File: config.mk
export PLATFORM = sky130hd
export DESIGN_NAME = mem_arbiter
export DESIGN_NICKNAME = d
export VERILOG_FILES = /design/src/rtl/mem_arbiter.sv
export SDC_FILE = /design/constraint.sdc
export NUM_CORES = 1
export LEC_CHECK = 0
export CELL_PAD_IN_SITES_DETAIL_PLACEMENT = 0
export CELL_PAD_IN_SITES_GLOBAL_PLACEMENT = 1
export CORE_MARGIN = 2
export CORE_UTILIZATION = 30
export DETAILED_ROUTE_END_ITERATION = 8
export GPL_ROUTABILITY_DRIVEN = 0
export GPL_TIMING_DRIVEN = 1
export HOLD_SLACK_MARGIN = 0.05
export PLACE_DENSITY = 0.9
export SYNTH_ARGS = -nofsm -noshare
export SYNTH_HDL_FRONTEND = slang
export SYNTH_SLANG_ARGS = --single-unit
File: constraint.sdc
create_clock -name CLK -period 5.3 [get_ports CLK]
set_input_delay 1.06 -clock CLK [delete_from_list [all_inputs] [get_ports CLK]]
set_output_delay 1.06 -clock CLK [all_outputs]
set_load 0.02 [all_outputs]
File: src/rtl/mem_arbiter.sv
// Two-core RAM port arbiter: round-robin between cores, data ahead of fetch within a core.
// Define ARB_TIMEOUT_EN to add a GRANT watchdog that flags err and yields to the other core.
module mem_arbiter #(
   parameter int ADDR_W = 32
`ifdef ARB_TIMEOUT_EN
   , parameter int TIMEOUT_CYCLES = 255
`endif
) (
   input  logic                  CLK,
   input  logic                  nRST,
   input  logic [1:0]            iREN,
   input  logic [1:0]            dREN,
   input  logic [1:0]            dWEN,
   input  logic [2*ADDR_W-1:0]   iaddr,
   input  logic [2*ADDR_W-1:0]   daddr,
   input  logic [2*ADDR_W-1:0]   dstore,
   output logic [1:0]            ihit,
   output logic [1:0]            dhit,
   output logic [ADDR_W-1:0]     load,
   output logic                  ramREN,
   output logic                  ramWEN,
   output logic [ADDR_W-1:0]     ramaddr,
   output logic [ADDR_W-1:0]     ramstore,
   input  logic [ADDR_W-1:0]     ramload,
   input  logic [1:0]            ramstate,
   output logic                  err
);

   typedef enum logic [1:0] {IDLE, GRANT, HIT} state_t;
   typedef enum logic [1:0] {K_IFETCH, K_DREAD, K_DWRITE} kind_t;

   localparam logic [1:0] RS_ACCESS = 2'd2;
   localparam logic [1:0] RS_ERROR  = 2'd3;

   state_t              state_q;
   kind_t               kind_q;
   logic                core_q;
   logic                rr_last_q;
   logic                err_q;
   logic [1:0]          ihit_q;
   logic [1:0]          dhit_q;
   logic [ADDR_W-1:0]   load_q;
   logic                ren_q;
   logic                wen_q;
   logic [ADDR_W-1:0]   addr_q;
   logic [ADDR_W-1:0]   store_q;
`ifdef ARB_TIMEOUT_EN
   logic [7:0]          tmo_q;
`endif

   logic [1:0]          elig;
   logic                pick_core;
   kind_t               pick_kind;
   logic [ADDR_W-1:0]   pick_addr;
   logic [ADDR_W-1:0]   pick_store;
   logic                req_held;

   always_comb begin
      // NOTE: every signal gets a default before any branch so no latch is inferred.
      elig       = iREN | dREN | dWEN;
      pick_core  = (elig == 2'b11) ? ~rr_last_q : elig[1];
      pick_kind  = K_IFETCH;
      if (dWEN[pick_core])
         pick_kind = K_DWRITE;
      else if (dREN[pick_core])
         pick_kind = K_DREAD;
      pick_store = pick_core ? dstore[2*ADDR_W-1:ADDR_W] : dstore[ADDR_W-1:0];
      if (pick_kind == K_IFETCH)
         pick_addr = pick_core ? iaddr[2*ADDR_W-1:ADDR_W] : iaddr[ADDR_W-1:0];
      else
         pick_addr = pick_core ? daddr[2*ADDR_W-1:ADDR_W] : daddr[ADDR_W-1:0];

      // The request bit that won the grant; its fall means the requester abandoned it.
      req_held = 1'b0;
      case (kind_q)
         K_DWRITE: req_held = dWEN[core_q];
         K_DREAD:  req_held = dREN[core_q];
         default:  req_held = iREN[core_q];
      endcase
   end

   // NOTE: all state and registered outputs live here and use non-blocking assignments only.
   always_ff @(posedge CLK or negedge nRST) begin
      if (!nRST) begin
         state_q   <= IDLE;
         kind_q    <= K_IFETCH;
         core_q    <= 1'b0;
         rr_last_q <= 1'b1;
         err_q     <= 1'b0;
         ihit_q    <= '0;
         dhit_q    <= '0;
         load_q    <= '0;
         ren_q     <= 1'b0;
         wen_q     <= 1'b0;
         addr_q    <= '0;
         store_q   <= '0;
`ifdef ARB_TIMEOUT_EN
         tmo_q     <= '0;
`endif
      end else begin
         ihit_q <= '0;
         dhit_q <= '0;
         case (state_q)
            IDLE: begin
               if (|elig) begin
                  core_q  <= pick_core;
                  kind_q  <= pick_kind;
                  addr_q  <= pick_addr;
                  store_q <= pick_store;
                  ren_q   <= (pick_kind != K_DWRITE);
                  wen_q   <= (pick_kind == K_DWRITE);
`ifdef ARB_TIMEOUT_EN
                  tmo_q   <= '0;
`endif
                  state_q <= GRANT;
               end
            end
            GRANT: begin
               if (!req_held) begin
                  ren_q   <= 1'b0;
                  wen_q   <= 1'b0;
                  state_q <= IDLE;
               end else if (ramstate == RS_ERROR) begin
                  err_q   <= 1'b1;
                  ren_q   <= 1'b0;
                  wen_q   <= 1'b0;
                  state_q <= IDLE;
               end else if (ramstate == RS_ACCESS) begin
                  if (kind_q != K_DWRITE)
                     load_q <= ramload;
                  if (kind_q == K_IFETCH)
                     ihit_q <= core_q ? 2'b10 : 2'b01;
                  else
                     dhit_q <= core_q ? 2'b10 : 2'b01;
                  rr_last_q <= core_q;
                  ren_q     <= 1'b0;
                  wen_q     <= 1'b0;
                  state_q   <= HIT;
`ifdef ARB_TIMEOUT_EN
               end else if (tmo_q == 8'(TIMEOUT_CYCLES - 1)) begin
                  // Hand the next turn to the other core so a stuck requester cannot starve it.
                  err_q     <= 1'b1;
                  rr_last_q <= core_q;
                  ren_q     <= 1'b0;
                  wen_q     <= 1'b0;
                  state_q   <= IDLE;
               end else begin
                  tmo_q <= tmo_q + 8'd1;
`endif
               end
            end
            HIT:     state_q <= IDLE;
            default: state_q <= IDLE;
         endcase
      end
   end

   assign ihit     = ihit_q;
   assign dhit     = dhit_q;
   assign load     = load_q;
   assign ramREN   = ren_q;
   assign ramWEN   = wen_q;
   assign ramaddr  = addr_q;
   assign ramstore = store_q;
   assign err      = err_q;

endmodule

# --- Word-level counts from Yosys, hierarchy flattened ---
# Cells that the tools add are included.
totals:
  output_inout_bits: 103
  input_bits: 234
  reg_bits: 109
  word_cells: 81
classes:
  bitwise_logic: 4
  n_mux: 41
  reduce_logical: 11
  eq_ne: 11
  magnitude_cmp: 2
ops:
  columns: ["cell", "n"]
  rows:
  - ["$mux 32", 4]
  - ["$mux 2", 16]
  - ["$mux 1", 17]
  - ["$eq 2x2->1 const B", 5]
  - ["$logic_not 2->1", 3]
  - ["$ne 2x2->1 const B", 3]
  - ["$pmux 1 s2", 3]
  - ["$reduce_and 3->1", 2]
  - ["$reduce_and 5->1", 1]
  - ["$eq 2x1->1 const B", 2]
  - ["$lt 1x2->1 const B", 2]
  - ["$ne 4x4->1 const B", 1]
  - ["$or 2x2->2", 2]
  - ["$pmux 2 s2", 1]
  - ["$reduce_and 2->1", 2]
  - ["$reduce_and 4->1", 1]
  - ["$not 1->1", 2]
  - ["$reduce_bool 2->1", 1]
  - ["$reduce_or 2->1", 1]

# --- Logic depth before layout (Yosys ltp) ---
# Gate-level depths: netlist (run 1).
logic_depth:
  word_depth: 11
  mapped_depth: 7
  ltp_nobuf: 6

# --- Worst setup path after synthesis (run 1) ---
# OpenSTA, ideal clock, no wires.
synth_path:
  kind: "input to register"
  start: "input dWEN[0]"
  end: "register load_q[0], in the netlist load[0]"
  required_ns: 5.175
  arrival_time_ns: 2.296
  path_stages: 6
  slack_ns: 2.879
  n_path_buf: 2
  setup_ns: 0.125
  path_cell_list: "clkbuf_2 a221oi_2 a211oi_2 o21ai_4 buf_6 mux2_4"
synth_between:
  elab_chain_len: 4
synth_rtl:
  columns: ["element", "line", "rtl"]
  rows:
  - ["start: declaration", "13", "input logic [1:0] dWEN,"]
  - ["$mux 1 (not written as such) (2 in a row)", "76", "K_DWRITE: req_held = dWEN[core_q];"]
  - ["$pmux 1 s2", "75", "case (kind_q)"]
  - ["$reduce_and 5->1 (no source line)", null, null]
  - ["end signal: assignment", "130", "load_q <= ramload;"]
  - ["end: declaration", "42", "logic [ADDR_W-1:0] load_q;"]
# Every way passes these cells. The select of a mux whose other input is x is not followed.
# A chain may end at the register's enable or synchronous reset.

# --- Final worst setup path (run 1) ---
layout_path:
  start: "input dWEN[0]"
  end: "register load_q[28], in the netlist load[28]"
# The elaborated chain is that of the path after synthesis.

==> flow_summary_export.csv, run 1 <==
group,metric,value,unit
yosys,synth_top_family_by_area,"multiplexers",
route,drt_iter0_drc,172,
clock_tree,cts_resized,0,
critical_path,critPathMaxFanout,19,
sta,rsz0062_at_grt,"false",
sta,fin_crit_sh,62.1,%
route,postRouteAntennaNets,0,
yosys,ys_types,46,
yosys,synth_compound_area_share,14.3,%
route,vias,4743,
final_layout,drive_gt1_share,11.9,%
route,wire_per_inst,16.7,µm
power_and_ir_drop,ir_drop,0.287,mV
clock_tree,clock_latency,350,ps
final_layout,antenna_cells,0,
final_layout,final_common_cell,"clkdlybuf4s50_1",
clock_tree,cts_tree,"built",
yosys,avgSynthCellArea,12.5,µm²
critical_path,r2r_slack,2710,ps
route,wl,16900,µm
global_routing,antenna_found_initial,0,
critical_path,crit_chain,"clkdlybuf4s50_1 -> a221oi_2 -> a211oi_2 -> o21ai_4 -> buf_4 -> mux2_4",
yosys,synthMuxAreaShare,25.5,%
place,placed_cells,999,
sta,tightest_slew,1040,ps
final_layout,syn_to_final_growth,65.7,%
place,io_buffers,336,
die,num_rows,50,
critical_path,cp_slowest_cell,"o21ai_4",
global_routing,grtUsageTotal,16.4,%
yosys,ys_ff_latch,109,
yosys,synth_ff_type,"dfrtp_1",
clock_tree,numCtsBuffers,9,
route,drc,0,
clock_tree,cts_setup_buffers,0,
critical_path,critical-path-top-delay-family,"compound AO/OA/AOI/OAI gates",
die,io_pins,337,
global_routing,grt_pass1_vias,4802,
clock_tree,htree_levels,3,
final_layout,nets,1014,
outcome,status,"finished clean",
sta,period_minus_slack,3290,ps
critical_path,end_kind,"register",
yosys,async_reset_ff_share,100,%
yosys,synth-simple-area-share,7.08,%
yosys,syn_area,0.00575,mm²
route,drtPass1Iterations,4,
global_routing,grt_max_degree,101,
final_layout,final_cell_area,0.00952,mm²
sta,maxSlewViolCount,0,
power_and_ir_drop,p_leak,4.02,nW
global_routing,grt_pass1_wl,25900,µm
die,dieArea,0.0203,mm²
power_and_ir_drop,powerDensity,532,mW/mm²
sta,max_slew_margin,30.5,%
route,viasPerCell,4.67,
job,drv_cap,0,
place,place_area,0.00920,mm²
critical_path,crit_type,"in -> reg",
yosys,syn-num-nets,696,
die,chipWidth,142,µm
critical_path,startpoint_type,"primary input",
yosys,synth_edf_count,0,
yosys,synthAdderAreaFrac,0.871,%
sta,setup_viol,0,
clock_tree,cts_hold_buf,0,
critical_path,slowest_delay,660,ps
final_layout,final_cell_mix,"clkdlybuf4s50_1, dfrtp_1, mux2i_1",
yosys,synth_xor_area_share,0,%
clock_tree,cts_root_buf,"clkbuf_16",
die,initial_utilization,30.6,%
yosys,ys_warn_count,0,
yosys,seq_area_frac_synth,47.5,%
die,die_h,142,µm
sta,fmax,0.304,GHz
final_layout,final_cell_count_no_fill,1015,
critical_path,path_buf_inv,2,
sta,clock_skew,9.16,ps
yosys,syn-instance-count,458,
place,dp_hpwl,12900,µm
clock_tree,cts.sinks,109,
critical_path,cp_data_required_time,5540,ps
clock_tree,path_clk_slew,70,ps
sta,hold_viol_final,0,
global_routing,gr-total-overflow,0,
critical_path,arrival,3530,ps
die,core_area,0.0188,mm²
clock_tree,cts_buffer_depth,2,
sta,fin_setup_tns,0,ps
worst_hold_path,hold_path_class,"reg -> reg",
[synth_stat cells, types with 2 or more instances]
cell type | instances | area [µm²]
buf_8 | 3 | 45.0
clkbuf_2 | 2 | 10.0
mux2_2 | 3 | 33.8
nand2_1 | 68 | 255
nor2_1 | 6 | 22.5
nor3_1 | 3 | 15.0
buf_4 | 9 | 67.6
mux2i_1 | 98 | 981
nand3_1 | 2 | 10.0
inv_1 | 6 | 22.5
buf_6 | 6 | 67.6
buf_2 | 11 | 55.1
o21ai_1 | 9 | 45.0
o221ai_1 | 2 | 17.5
o21ai_0 | 28 | 140
o221ai_2 | 30 | 450
nor3b_1 | 2 | 15.0
dfrtp_1 | 108 | 2700
a21boi_0 | 2 | 15.0
mux2_4 | 30 | 450
ha_1 | 4 | 50.1
o21bai_1 | 2 | 15.0
[metal layers]
layer / wire, µm / GRT usage, % / vias to the layer above
met5: 0 / 0 / -
met4: 277 / 5.32 / 0
li1: - / - / 2314
met2: 8640 / 28.8 / 213
met3: 1270 / 4.58 / 17
met1: 6760 / 19.3 / 2199
[metrics by stage]
stage / worst slack (ps) / util [%] / hold WS [ps] / power [mW]
floorplan: 2880 / - / 528 / 3.20
global placement: 1700 / 49.0 / 460 / 4.34
detailed placement: 1650 / 49.0 / 465 / 4.38
CTS: 2020 / 50.7 / 486 / 5.14
global route: 1830 / 50.7 / 493 / 5.38
finish: 2010 / 50.7 / 480 / 5.06
[worst min-delay path: stages, from the launching register on]
cell and delay (ps):
dfrtp_1 340, nand2_1 50, o21ai_0 60
[path summary, 6_finish.rpt]
check | startpoint | to | cells past startpoint
max in group asynchronous | nRST | rr_last_q | 2
worst min-delay path | ramstore[9] | ramstore[9] | 2
min in group asynchronous | nRST | load[28] | 1
worst max-delay path | dWEN[0] | load[28] | 6
worst max register to register | kind_q[0] | load[28] | 7
worst min register to register | ramstore[9] | ramstore[9] | 2
[area by class of cell]
cell class | instances | area [µm²]
clock buffer | 10 | 229
clock inverter | 6 | 93.8
fill | 1676 | 9250
inverter | 6 | 22.5
multi-input combinational | 311 | 2770
sequential | 109 | 2730
tap | 234 | 293
timing repair buffer | 339 | 3380
[report_power, final]
| part | switching, mW | leakage [nW] | internal, mW | total, mW |
|---|---|---|---|---|
| sequential | 0.231 | 1.34 | 1.24 | 1.47 |
| combinational | 1.43 | 2.53 | 1.43 | 2.86 |
| clock | 0.313 | 0.159 | 0.420 | 0.733 |
[sequential cells by signal (all words and copies together), names as in the netlist]
signal,count
kind_q,2
ramREN,1
rr_last_q,1
core_q,1
ramWEN,1
ihit,2
ramstore,32
ramaddr,32
load,32
dhit,2
err,1
state_q,2
[cell families after synthesis]
family,Yosys count
AO/OA/AOI/OAI,86
adder cells (fa/ha/maj),4
buffers and inverters,38
flip-flops,109
multiplexers,131
AND/OR/NAND/NOR,90
Note: power is estimated with default switching activity, not from simulation.
==> run 2, diff against run 1 <==
CORE_UTILIZATION = 26   (was 30)
PLACE_DENSITY = 0.83   (was 0.9)
clock period = 2.8 ns   (was 5.3 ns; I/O delays follow)
==> run 2 against run 1 <==
Against the previous run: count of clock-buffer cells in the layout is 1 lower; combinational power is 97% higher; die area is 15% higher; sequential power is 89% higher; flip-flop and latch count stayed put; non-clock buffer count is 15 higher.
==> flow_summary_export.csv, run 2 (synthesis gave the netlist of run 1 again) <==
group,metric,value,unit
outcome,status,"finished clean",
power_and_ir_drop,finalPower,9.68,mW
sta,max_slew_margin,60.0,%
clock_tree,cts.sinks,109,
clock_tree,clock_latency,350,ps
critical_path,arrival,2500,ps
die,die_h,153,µm
sta,hold_viol_final,0,
clock_tree,cts_root_buf,"clkbuf_16",
sta,rsz0062_at_grt,"false",
global_routing,antenna_found_initial,0,
final_layout,antenna_cells,0,
sta,period_minus_slack,2220,ps
power_and_ir_drop,powerDensity,992,mW/mm²
route,viasPerCell,4.48,
sta,fmax,0.450,GHz
sta,fin_crit_sh,79.4,%
critical_path,startpoint_type,"primary input",
route,drtPass1Iterations,4,
clock_tree,cts_setup_buffers,0,
global_routing,grt_max_degree,69,
clock_tree,cts_hold_buf,0,
route,wl,17800,µm
die,chipWidth,153,µm
place,dp_hpwl,13900,µm
worst_hold_path,hold_path_class,"in -> async",
sta,tightest_slew,600,ps
final_layout,final_cell_mix,"clkdlybuf4s50_1, dfrtp_1, mux2i_1",
sta,maxSlewViolCount,0,
die,num_rows,54,
critical_path,slowest_delay,670,ps
clock_tree,cts_buffer_depth,2,
critical_path,reg2reg_depth,5,
sta,fin_setup_tns,0,ps
global_routing,grt_pass1_vias,5157,
sta,setup_viol,0,
clock_tree,htree_levels,3,
route,postRouteAntennaNets,0,
die,initial_utilization,26.4,%
clock_tree,numCtsBuffers,9,
route,wire_per_inst,16.6,µm
final_layout,syn_to_final_growth,69.8,%
clock_tree,cts_resized,0,
critical_path,critPathMaxFanout,26,
job,drv_cap,0,
sta,clock_skew,4.99,ps
clock_tree,path_clk_slew,80,ps
route,drc,0,
place,placed_cells,1060,
route,vias,4818,
power_and_ir_drop,ir_drop,0.351,mV
die,io_pins,337,
power_and_ir_drop,p_leak,4.12,nW
critical_path,cp_data_required_time,3070,ps
die,dieArea,0.0233,mm²
global_routing,gr-total-overflow,0,
route,drt_iter0_drc,198,
global_routing,grt_pass1_wl,28800,µm
final_layout,nets,1029,
clock_tree,cts_tree,"built",
final_layout,drive_gt1_share,13.7,%
critical_path,crit_chain,"clkdlybuf4s50_1 -> nor3_1 -> a21boi_0 -> nand3_2 -> buf_12 -> o221ai_2",
critical_path,crit_type,"in -> reg",
final_layout,final_common_cell,"clkdlybuf4s50_1",
place,io_buffers,336,
critical_path,end_kind,"register",
die,core_area,0.0218,mm²
global_routing,grtUsageTotal,15.4,%
critical_path,cp_slowest_cell,"clkdlybuf4s50_1",
final_layout,final_cell_count_no_fill,1076,
run 2: layout make-up:
| type | instances | area (µm²) |
|---|---|---|
| clock buffer | 9 | 225 |
| timing repair buffer | 354 | 3600 |
| clock inverter | 7 | 61.3 |
| sequential | 109 | 2730 |
| multi-input combinational | 311 | 2770 |
| inverter | 6 | 22.5 |
| fill | 2054 | 12000 |
| tap | 280 | 350 |
run 2: per-stage QoR:
| step | hold WS (ps) | instance area, µm² | setup WS, ps | util [%] |
|---|---|---|---|---|
| finish | 208 | 9760 | 577 | 44.8 |
| detailed placement | 469 | 9470 | 169 | 43.5 |
| CTS | 216 | 9760 | 569 | 44.8 |
| floorplan | 264 | 5750 | 879 | - |
| global route | 238 | 9760 | 430 | 44.8 |
| global placement | 460 | 9470 | 162 | 43.5 |
run 2: power breakdown:
part           internal [mW]  leakage [nW]  switching [mW]
registers               2.34          1.34           0.442
clock network          0.619         0.143           0.635
logic                   2.85          2.64            2.79
total                   5.81          4.12            3.87
run 2: layer usage:
layer  track usage (%)  part of all wire [%]
met5                 0                     0
met4              3.88                   1.5
met3              4.52                   7.3
met2              26.6                    49
met1              18.8                    42
run 2: worst paths after layout:
path,start,to,slack (ps)
max reg2reg,state_q[1],ramaddr[12],760
min in group CLK,err,err,480
min,nRST,load[14],210
max,dREN[0],ramaddr[12],580
max in group asynchronous,nRST,ramstore[1],1880
min reg2reg,err,err,480
run 2: critical path: cells and delay by family:
| kind | cells | cell delay [ps] |
|---|---|---|
| buffers and inverters | 2 | 950 |
| AOI/OAI and AO/OA | 2 | 520 |
| and+or+nand+nor | 2 | 440 |
